[src/rtl/mux4_rr_arbiter_pkg.sv]
// Shared types and constants for the round-robin arbiter in front of the 4:1 bit mux.
// The select encoding is {s1,s2} == requester index: 00=a, 01=b, 10=c, 11=d.
package mux4_rr_arbiter_pkg;

    localparam int N_SRC = 4;

    typedef logic [1:0]       src_idx_t;
    typedef logic [N_SRC-1:0] src_vec_t;

    localparam src_idx_t SRC_A = 2'd0;
    localparam src_idx_t SRC_B = 2'd1;
    localparam src_idx_t SRC_C = 2'd2;
    localparam src_idx_t SRC_D = 2'd3;

    typedef enum logic {
        ST_IDLE  = 1'b0,
        ST_GRANT = 1'b1
    } state_e;

    // Result of a rotate-priority search: whether anyone was found, and who.
    typedef struct packed {
        logic     found;
        src_idx_t idx;
    } pick_t;

    function automatic src_vec_t idx_to_onehot(src_idx_t idx);
        return src_vec_t'(1) << idx;
    endfunction

endpackage

[src/rtl/mux4_rr_arbiter_if.sv]
// Bundle of request, source data, grant and mux-select signals between the
// four sources/consumer (master side) and the arbiter (slave side).
interface mux4_rr_arbiter_if;
    import mux4_rr_arbiter_pkg::*;

    src_vec_t req;
    logic     a;
    logic     b;
    logic     c;
    logic     d;
    src_vec_t gnt;
    logic     s1;
    logic     s2;
    logic     y;
    logic     valid;

    modport master (
        output req, a, b, c, d,
        input  gnt, s1, s2, y, valid
    );

    modport slave (
        input  req, a, b, c, d,
        output gnt, s1, s2, y, valid
    );

endinterface

[src/rtl/mux4_rr_arbiter_mux.sv]
// Single-bit 4:1 mux datapath; {s1_i,s2_i} is the binary index of the selected input.
module mux_4_2_to_1 (
    input  logic a_i,
    input  logic b_i,
    input  logic c_i,
    input  logic d_i,
    input  logic s1_i,
    input  logic s2_i,
    output logic y_o
);

    always_comb begin
        unique case ({s1_i, s2_i})
            2'b00:   y_o = a_i;
            2'b01:   y_o = b_i;
            2'b10:   y_o = c_i;
            default: y_o = d_i;
        endcase
    end

endmodule

[src/rtl/mux4_rr_arbiter.sv]
// Round-robin arbiter sharing one 4:1 bit mux between four requesters, with a
// bounded hold time per tenure and registered grant/select outputs.
module mux4_rr_arbiter
    import mux4_rr_arbiter_pkg::*;
#(
    parameter int MAX_HOLD = 4,
    parameter int CNT_W    = 3
) (
    input  logic               clk,
    input  logic               rst,
    mux4_rr_arbiter_if.slave   arb_if
);

    localparam logic [CNT_W-1:0] HOLD_LAST = CNT_W'(MAX_HOLD - 1);

    state_e           state_q, state_d;
    src_vec_t         gnt_q,   gnt_d;
    src_idx_t         sel_q,   sel_d;
    src_idx_t         last_q,  last_d;
    logic [CNT_W-1:0] cnt_q,   cnt_d;

    logic  release_grant;
    pick_t pick;

    // First requester strictly after `after`, wrapping; `after` itself is tried last.
    function automatic pick_t rr_pick(src_vec_t r, src_idx_t after);
        pick_t    p;
        src_idx_t cand;
        p.found = 1'b0;
        p.idx   = after;
        for (int k = 1; k <= N_SRC; k++) begin
            cand = after + src_idx_t'(k);
            if (!p.found && r[cand]) begin
                p.found = 1'b1;
                p.idx   = cand;
            end
        end
        return p;
    endfunction

    // In GRANT the search pivots on the current owner; in IDLE on the last owner.
    // A dropped owner request is already zero in req, so it is excluded naturally.
    assign pick          = rr_pick(arb_if.req, (state_q == ST_GRANT) ? sel_q : last_q);
    assign release_grant = !arb_if.req[sel_q] || (cnt_q == HOLD_LAST);

    always_comb begin
        // NOTE: every next-state variable gets its hold value first, so no path
        // through the case can leave one unassigned and infer a latch.
        state_d = state_q;
        gnt_d   = gnt_q;
        sel_d   = sel_q;
        last_d  = last_q;
        cnt_d   = cnt_q;

        unique case (state_q)
            ST_IDLE: begin
                if (pick.found) begin
                    state_d = ST_GRANT;
                    gnt_d   = idx_to_onehot(pick.idx);
                    sel_d   = pick.idx;
                    cnt_d   = '0;
                end
            end

            ST_GRANT: begin
                if (release_grant) begin
                    last_d = sel_q;
                    if (pick.found) begin
                        gnt_d = idx_to_onehot(pick.idx);
                        sel_d = pick.idx;
                        cnt_d = '0;
                    end else begin
                        // Selects keep the old owner so y stays stable while idle.
                        state_d = ST_IDLE;
                        gnt_d   = '0;
                        cnt_d   = '0;
                    end
                end else begin
                    cnt_d = cnt_q + 1'b1;
                end
            end

            default: begin
                state_d = ST_IDLE;
                gnt_d   = '0;
                cnt_d   = '0;
            end
        endcase
    end

    always_ff @(posedge clk) begin
        // NOTE: state registers use non-blocking assignments so every flop samples
        // the pre-edge values regardless of statement order.
        if (rst) begin
            state_q <= ST_IDLE;
            gnt_q   <= '0;
            sel_q   <= SRC_A;
            last_q  <= SRC_D;
            cnt_q   <= '0;
        end else begin
            state_q <= state_d;
            gnt_q   <= gnt_d;
            sel_q   <= sel_d;
            last_q  <= last_d;
            cnt_q   <= cnt_d;
        end
    end

    assign arb_if.gnt   = gnt_q;
    assign arb_if.s1    = sel_q[1];
    assign arb_if.s2    = sel_q[0];
    assign arb_if.valid = |gnt_q;

    mux_4_2_to_1 u_mux (
        .a_i  (arb_if.a),
        .b_i  (arb_if.b),
        .c_i  (arb_if.c),
        .d_i  (arb_if.d),
        .s1_i (sel_q[1]),
        .s2_i (sel_q[0]),
        .y_o  (arb_if.y)
    );

endmodule

[src/flat_wrapper.sv]
// flat-port wrapper written by rule: the top's interface ports become plain ports
module mux4_rr_arbiter_flat import mux4_rr_arbiter_pkg::*;
#(
    parameter int MAX_HOLD = 4,
    parameter int CNT_W    = 3
)
  (clk, rst, arb_if_req, arb_if_a, arb_if_b, arb_if_c, arb_if_d, arb_if_gnt, arb_if_s1, arb_if_s2, arb_if_y, arb_if_valid);
  mux4_rr_arbiter_if arb_if_i ();
  input  logic clk;
  input  logic rst;
  input wire logic [$bits(arb_if_i.req)-1:0] arb_if_req;
  input wire logic [$bits(arb_if_i.a)-1:0] arb_if_a;
  input wire logic [$bits(arb_if_i.b)-1:0] arb_if_b;
  input wire logic [$bits(arb_if_i.c)-1:0] arb_if_c;
  input wire logic [$bits(arb_if_i.d)-1:0] arb_if_d;
  output wire logic [$bits(arb_if_i.gnt)-1:0] arb_if_gnt;
  output wire logic [$bits(arb_if_i.s1)-1:0] arb_if_s1;
  output wire logic [$bits(arb_if_i.s2)-1:0] arb_if_s2;
  output wire logic [$bits(arb_if_i.y)-1:0] arb_if_y;
  output wire logic [$bits(arb_if_i.valid)-1:0] arb_if_valid;
  assign arb_if_i.req = arb_if_req;
  assign arb_if_i.a = arb_if_a;
  assign arb_if_i.b = arb_if_b;
  assign arb_if_i.c = arb_if_c;
  assign arb_if_i.d = arb_if_d;
  assign arb_if_gnt = arb_if_i.gnt;
  assign arb_if_s1 = arb_if_i.s1;
  assign arb_if_s2 = arb_if_i.s2;
  assign arb_if_y = arb_if_i.y;
  assign arb_if_valid = arb_if_i.valid;
  mux4_rr_arbiter #(.MAX_HOLD(MAX_HOLD), .CNT_W(CNT_W)) u_core (.clk(clk), .rst(rst), .arb_if(arb_if_i));
endmodule
[config.mk]
export PLATFORM = sky130hd
export DESIGN_NAME = mux4_rr_arbiter_flat
export DESIGN_NICKNAME = d
export VERILOG_FILES = /design/src/rtl/mux4_rr_arbiter_pkg.sv /design/src/rtl/mux4_rr_arbiter_if.sv /design/src/rtl/mux4_rr_arbiter_mux.sv /design/src/rtl/mux4_rr_arbiter.sv /design/src/flat_wrapper.sv
export SDC_FILE = /design/constraint.sdc
export NUM_CORES = 1
export LEC_CHECK = 0
export CORE_AREA = 5 5 46 48
export CTS_CLUSTER_DIAMETER = 30
export DETAILED_ROUTE_END_ITERATION = 10
export DIE_AREA = 0 0 51 53
export GPL_ROUTABILITY_DRIVEN = 1
export MAX_ROUTING_LAYER = met4
export PLACE_DENSITY = 0.69
export SYNTH_ARGS = -nofsm -noshare
export SYNTH_HDL_FRONTEND = slang
export SYNTH_SLANG_ARGS = --single-unit
[constraint.sdc]
create_clock -name clk -period 2.7 [get_ports clk]
set_clock_uncertainty 0.15 [all_clocks]
set_input_delay 0.81 -clock clk [delete_from_list [all_inputs] [get_ports clk]]
set_output_delay 0.81 -clock clk [all_outputs]
set_load 0.1 [all_outputs]
==> flow_summary.yaml, run 1 <==
outcome:
  status: "finished clean"
finish:
  final_nets: 108
  drive_gt1_frac: 0.305
  diodes: 0
  post_layout_nonfiller_instances: 112
  synthToLayoutAreaGrowth_pct: 39.9
routing:
  vias: 629
  drt_iter0_drc: 6
  drt-total-wl_um: 1530
  dr.pass1.iters: 3
  ant_nets: 0
  drt-vias-per-instance: 5.62
  drcViolationCount: 0
  wire_per_inst_um: 13.6
power:
  power.switching_uw: 320
  pwr-share-seq: 0.308
  pwr-share-comb: 0.485
  irDropWorstVdd_mv: 0.419
  p_int_uw: 393
  pwr-share-clk: 0.207
  power.leakage_uw: 0.000415
  p_per_area_nw_per_um2: 762
  sw_frac_of_total: 0.449
min_path:
  hp-class: "flip-flop to flip-flop"
timing:
  finalWorstPathRequiredPeriod_ns: 2.67
  slew_headroom: 0.710
  slew_violations: 0
  fmax_ghz: 0.374
  setup_viol: 0
  tns_ns: 0
  worstMarginPinSlew_ns: 0.423
  hold_viol: 0
  grt_setup_unrepaired: "no"
  hold_ws_ns: 0.363
  post-route-period-util: 0.989
clock_tree:
  cts.sinks: 12
  cts_root_buffer: "clkbuf_4"
  clockBufferDepth: 2
  htree_levels: 1
  clkTransAtPathRegs_ns: 0.07
  cts_buffers: 3
  clkLatencyLatePin_ns: 0.29
  cts_tree: "done"
  cts_setup_buffers: 0
yosys:
  async_flop_share: 0
  synth-seq-cells: 12
  synth_nets: 80
  avgSynthCellArea_um2: 9.83
  synth_area_leaders: "dfxtp_1 36%, mux4_2 6.7%, a32o_1 6.0%, nor2_1 5.6%, mux2i_1 4.5%"
  synth_top_area_cell: "dfxtp_1"
  postSynthCellCount: 68
  synth_top_area_frac: 0.360
  yosys.cell_types.count: 31
  yosysWarnings: 0
  synth_most_common_cell: "dfxtp_1"
  synth_edf_count: 0
  syn_area_um2: 668
  synth_flop_cell: "dfxtp_1"
  synthTopCellsByCount: "12 x dfxtp_1, 10 x nor2_1, 5 x inv_1, 4 x a32o_1"
  synth-seq-area-share: 0.360
floorplan:
  io_pins: 18
  rows: 15
  core_area_um2: 1670
  fp.dieH_um: 53
  die_w_um: 51
  start_util: 0.400
  dieArea_um2: 2700
global_route:
  antenna_found_initial: 0
  grt-ovfl-total: 0
  grt_max_degree: 11
  track_usage: 0.134
  grt_pass1_vias: 602
  grt_pass1_wl_um: 2660
setup_path:
  path_buf_inv: 2
  crit_fanout: 1
  cpLargestDelayFamily: "multiplexers"
  max_stage_delay_ns: 0.49
  crit_chain: "dlygate4sd2_1, mux4_2, buf_12"
  critPathLaunchType: "primary input"
  worst_setup_path_end_kind: "primary output"
  path_class: "primary input to primary output"
  worstPathRequired_ns: 1.74
  crit_path_top_delay_cell: "mux4_2"
  worstPathArrival_ns: 1.71
placement:
  place_inst: 108
  numPortBuffers: 17
  gp_congestion: 0.732
  hpwl_um: 1170
job:
  maxCapViolCount: 0
[flip-flops by register name (all words and copies together) (netlist names)]
signal,flops
u_core.state_q,1
u_core.arb_if.gnt,4
u_core.cnt_q,3
u_core.last_q,2
u_core.sel_q,2
[final timing paths]
| path | startpoint | endpoint | slack, ns | depth (start not counted) |
|---|---|---|---|---|
| max | arb_if_c | arb_if_y | 0.03 | 3 |
| min | u_core.arb_if.gnt[3] | u_core.arb_if.gnt[3] | 0.36 | 1 |
| max reg2reg | u_core.sel_q[0] | u_core.arb_if.gnt[2] | 0.83 | 4 |
| min reg2reg | u_core.arb_if.gnt[3] | u_core.arb_if.gnt[3] | 0.36 | 1 |
[power groups by stage]
stage               clock [µW]  combinational [µW]  sequential (µW)
floorplan                    0                 170              313
global placement             0                 345              223
detailed placement           0                 348              224
CTS                        149                 347              220
global route               160                 363              223
finish                     147                 346              219
[per-stage QoR]
step                      power [µW]  worst slack, ns  cell area (µm²)  utilization
after global placement           568           -0.150              902        0.540
final                            712           0.0294              935        0.560
after floorplan                  483          0.00516              673            -
after CTS                        715          0.00849              933        0.559
after detailed placement         572           -0.159              902        0.540
after global routing             746           0.0167              935        0.560
[timing repair]
item	in CTS	in global routing
hold buffers	0	0
endpoints found under the setup margin	1	1
resized for setup	4	1
[cells by family (layout without fill, tap and decap cells)]
| group | count (synthesis) | after routing | share of synthesized area |
|---|---|---|---|
| flip-flops | 12 | 12 | 0.360 |
| AND/OR/NAND/NOR | 20 | 20 | 0.178 |
| multiplexers | 6 | 6 | 0.129 |
| buffers and inverters | 7 | 34 | 0.0506 |
| AO/OA/AOI/OAI | 21 | 21 | 0.245 |
| adder cells (fa/ha/maj) | 2 | 2 | 0.0374 |
[worst register-to-register path: stages (launching register included)]
cell and delay (ns):
dfxtp_2 0.41, mux4_2 0.53, and3_4 0.23, o21ba_1 0.23
a32o_1 0.21
[cell type report]
cell class	instances	area (µm²)
fill	158	736
multi-input combinational	49	398
sequential	12	241
timing repair buffer	25	219
clock buffer	4	36.3
tap	17	21.3
inverter	5	18.8
[layout by cell type (no fill, tap or decap), types with 2 or more instances in the layout]
| cell | Yosys | layout |
|---|---|---|
| a211oi_1 | 2 | 2 |
| a21oi_1 | 3 | 3 |
| a22oi_1 | 2 | 2 |
| a32o_1 | 4 | 4 |
| buf_4 | 0 | 15 |
| clkbuf_4 | 0 | 3 |
| clkdlybuf4s50_1 | 0 | 5 |
| dfxtp_1 | 12 | 11 |
| dlygate4sd2_1 | 0 | 3 |
| ha_1 | 2 | 2 |
| inv_1 | 5 | 5 |
| mux2i_1 | 3 | 3 |
| mux4_2 | 2 | 2 |
| nor2_1 | 10 | 10 |
| nor3_1 | 2 | 2 |
| o211a_1 | 2 | 2 |
[layer usage]
layer  vias to the layer above  global-route usage  part of all wire
met1                       297               0.150              0.47
met4                         0              0.0404             0.010
met3                         2              0.0535             0.072
met2                        16               0.219              0.45
met5                         -                   -                 0
li1                        314                   -                 -
No activity file was read; power rests on OpenSTA's default activity.
==> run 2: changes to the inputs <==
--- a/config.mk
+++ b/config.mk
@@ -5,10 +5,10 @@
 export SDC_FILE = /design/constraint.sdc
 export NUM_CORES = 1
 export LEC_CHECK = 0
-export CORE_AREA = 5 5 46 48
+export CORE_AREA = 2 2 43 45
 export CTS_CLUSTER_DIAMETER = 30
 export DETAILED_ROUTE_END_ITERATION = 10
-export DIE_AREA = 0 0 51 53
+export DIE_AREA = 0 0 45 47
 export GPL_ROUTABILITY_DRIVEN = 1
 export MAX_ROUTING_LAYER = met4
 export PLACE_DENSITY = 0.69
==> run 2 against run 1 <==
  * Worst hold slack lost 0.0072 ns
  * Register-to-register slack is essentially flat
  * Clock power shrank 27%
  * Wire length shrank 4.0%
  * Count of clock-buffer cells in the layout shrank 1
  * Combinational power is essentially flat
  * First-iteration DRC count is the same
  * Die area shrank 22%
  * Sequential power is essentially flat
  * Sequential share of layout area grew 0.42 points
  * Setup slack lost 0.0058 ns
  * Via count shrank 2.7%
  * Highest routed layer unchanged
==> flow_summary.yaml, run 2 (same netlist as run 1, synthesis figures left out) <==
setup_path:
  worstPathArrival_ns: 1.72
  worstRegToRegCells: 4
  path_class: "primary input to primary output"
  crit_fanout: 1
  worst_setup_path_end_kind: "primary output"
  cp-startpoint: "arb_if_d"
  critPathLaunchType: "primary input"
  worstPathRequired_ns: 1.74
  r2r_start: "u_core.sel_q[0]"
  reg2reg_slack_ns: 0.82
  worst_r2r_endpoint: "u_core.arb_if.gnt[1]"
power:
  p_int_uw: 362
  total_power_uw: 670
  sw_frac_of_total: 0.460
  irDropWorstVdd_mv: 0.421
  pwr-share-comb: 0.513
  power.switching_uw: 308
  power.leakage_uw: 0.000408
  pwr-share-seq: 0.328
  p_per_area_nw_per_um2: 729
  pwr-share-clk: 0.159
global_route:
  met2_usage: 0.271
  grt-ovfl-total: 0
  track_usage: 0.172
  grt_pass1_wl_um: 2460
  grt_max_degree: 8
  antenna_found_initial: 0
  grt_pass1_vias: 566
  grtUsageMet1: 0.198
  top_usage_layer: "met2"
  met3_usage: 0.0731
routing:
  drcViolationCount: 0
  drt-total-wl_um: 1470
  dr.pass1.iters: 3
  ant_nets: 0
  vias: 612
  drt-vias-per-instance: 5.51
  wire_per_inst_um: 13.2
  drt_iter0_drc: 6
job:
  maxCapViolCount: 0
finish:
  final_nets: 108
  synthToLayoutAreaGrowth_pct: 37.6
  num-fill-cells: 161
  largest_register_ffs: 4
  layout_commonest_cell: "buf_4"
  layout_common_cells: "15 x buf_4, 11 x dfxtp_1, 10 x nor2_1"
  diodes: 0
  drive_gt1_frac: 0.298
clock_tree:
  htree_levels: 1
  clkTransAtPathRegs_ns: 0.07
  cts_tree: "done"
  cts_setup_buffers: 0
  clkLatencyLatePin_ns: 0.27
  cts.sinks: 12
  clockBufferDepth: 2
  cts_root_buffer: "clkbuf_4"
  cts_buffers: 3
floorplan:
  rows: 15
  die_w_um: 45
  start_util: 0.405
  fp.dieH_um: 47
  io_pins: 18
  dieArea_um2: 2120
  core_area_um2: 1650
placement:
  hpwl_um: 1200
  gp_congestion: 0.721
  numPortBuffers: 17
min_path:
  min_from: "u_core.cnt_q[2]"
  hold_depth: 2
  whs_endpoint: "u_core.cnt_q[2]"
  hp-class: "flip-flop to flip-flop"
timing:
  fmax_ghz: 0.374
  setup_viol: 0
  worstMarginPinSlew_ns: 0.377
  post-route-period-util: 0.991
  grt_setup_unrepaired: "no"
  tns_ns: 0
  finalWorstPathRequiredPeriod_ns: 2.68
  slew_headroom: 0.741
  hold_viol: 0
  slew_violations: 0
outcome:
  status: "finished clean"
[run 2: cell count changes in the layout (fill, tap and decap cells not counted)]
cell,previous run,this run
clkdlybuf4s15_1,1,0
dlygate4sd2_1,3,4
clkbuf_8,1,0
[run 2: worst max path at each step]
stage	depth (start not counted)	slack, ns	end
floorplan	1	0.005	arb_if_y
global placement	3	-0.14	arb_if_y
detailed placement	3	-0.15	arb_if_y
CTS	3	0.02	arb_if_y
global route	3	0.009	arb_if_y
finish	3	0.02	arb_if_y
[run 2: metal layers]
layer  part of all wire  up-vias
met5                  0        -
met4             0.0048        0
met3              0.055        2
met2               0.49       11
met1               0.45      284
li1                   -      315
[run 2: critical path, stage by stage]
cell	delay, ns
dlygate4sd2_1	0.23
mux4_2	0.49
buf_12	0.19
[run 2: timing repair]
action | CTS | global route
resized for setup | 4 | 0
hold buffers | 0 | 0
setup endpoints to repair | 1 | 0
[run 2: power by group through the flow]
stage          sequential (µW)  combinational, µW  clock (µW)
2_1_floorplan              313                170           0
3_3_place_gp               222                344           0
3_5_place_dp               223                348           0
4_1_cts                    219                346         110
5_1_grt                    222                361         116
6_report                   220                344         107
[run 2: cell type report]
class / instances / area [µm²] / area share
clock buffers: 3 / 22.5 / 0.0245
inverters: 5 / 18.8 / 0.0204
multi-input cells: 49 / 398 / 0.433
flip-flops and latches: 12 / 241 / 0.263
well taps: 17 / 21.3 / 0.0231
repair buffers: 25 / 218 / 0.237
[run 2: metrics by stage]
stage	instances	setup WS, ns	hold slack (ns)	cell area [µm²]	util
3_5_place_dp	108	-0.155	0.343	902	0.546
3_3_place_gp	108	-0.142	0.332	902	0.546
6_report	111	0.0236	0.356	920	0.557
2_1_floorplan	68	0.00516	0.315	673	-
5_1_grt	111	0.00927	0.383	920	0.557
4_1_cts	111	0.0213	0.360	920	0.557
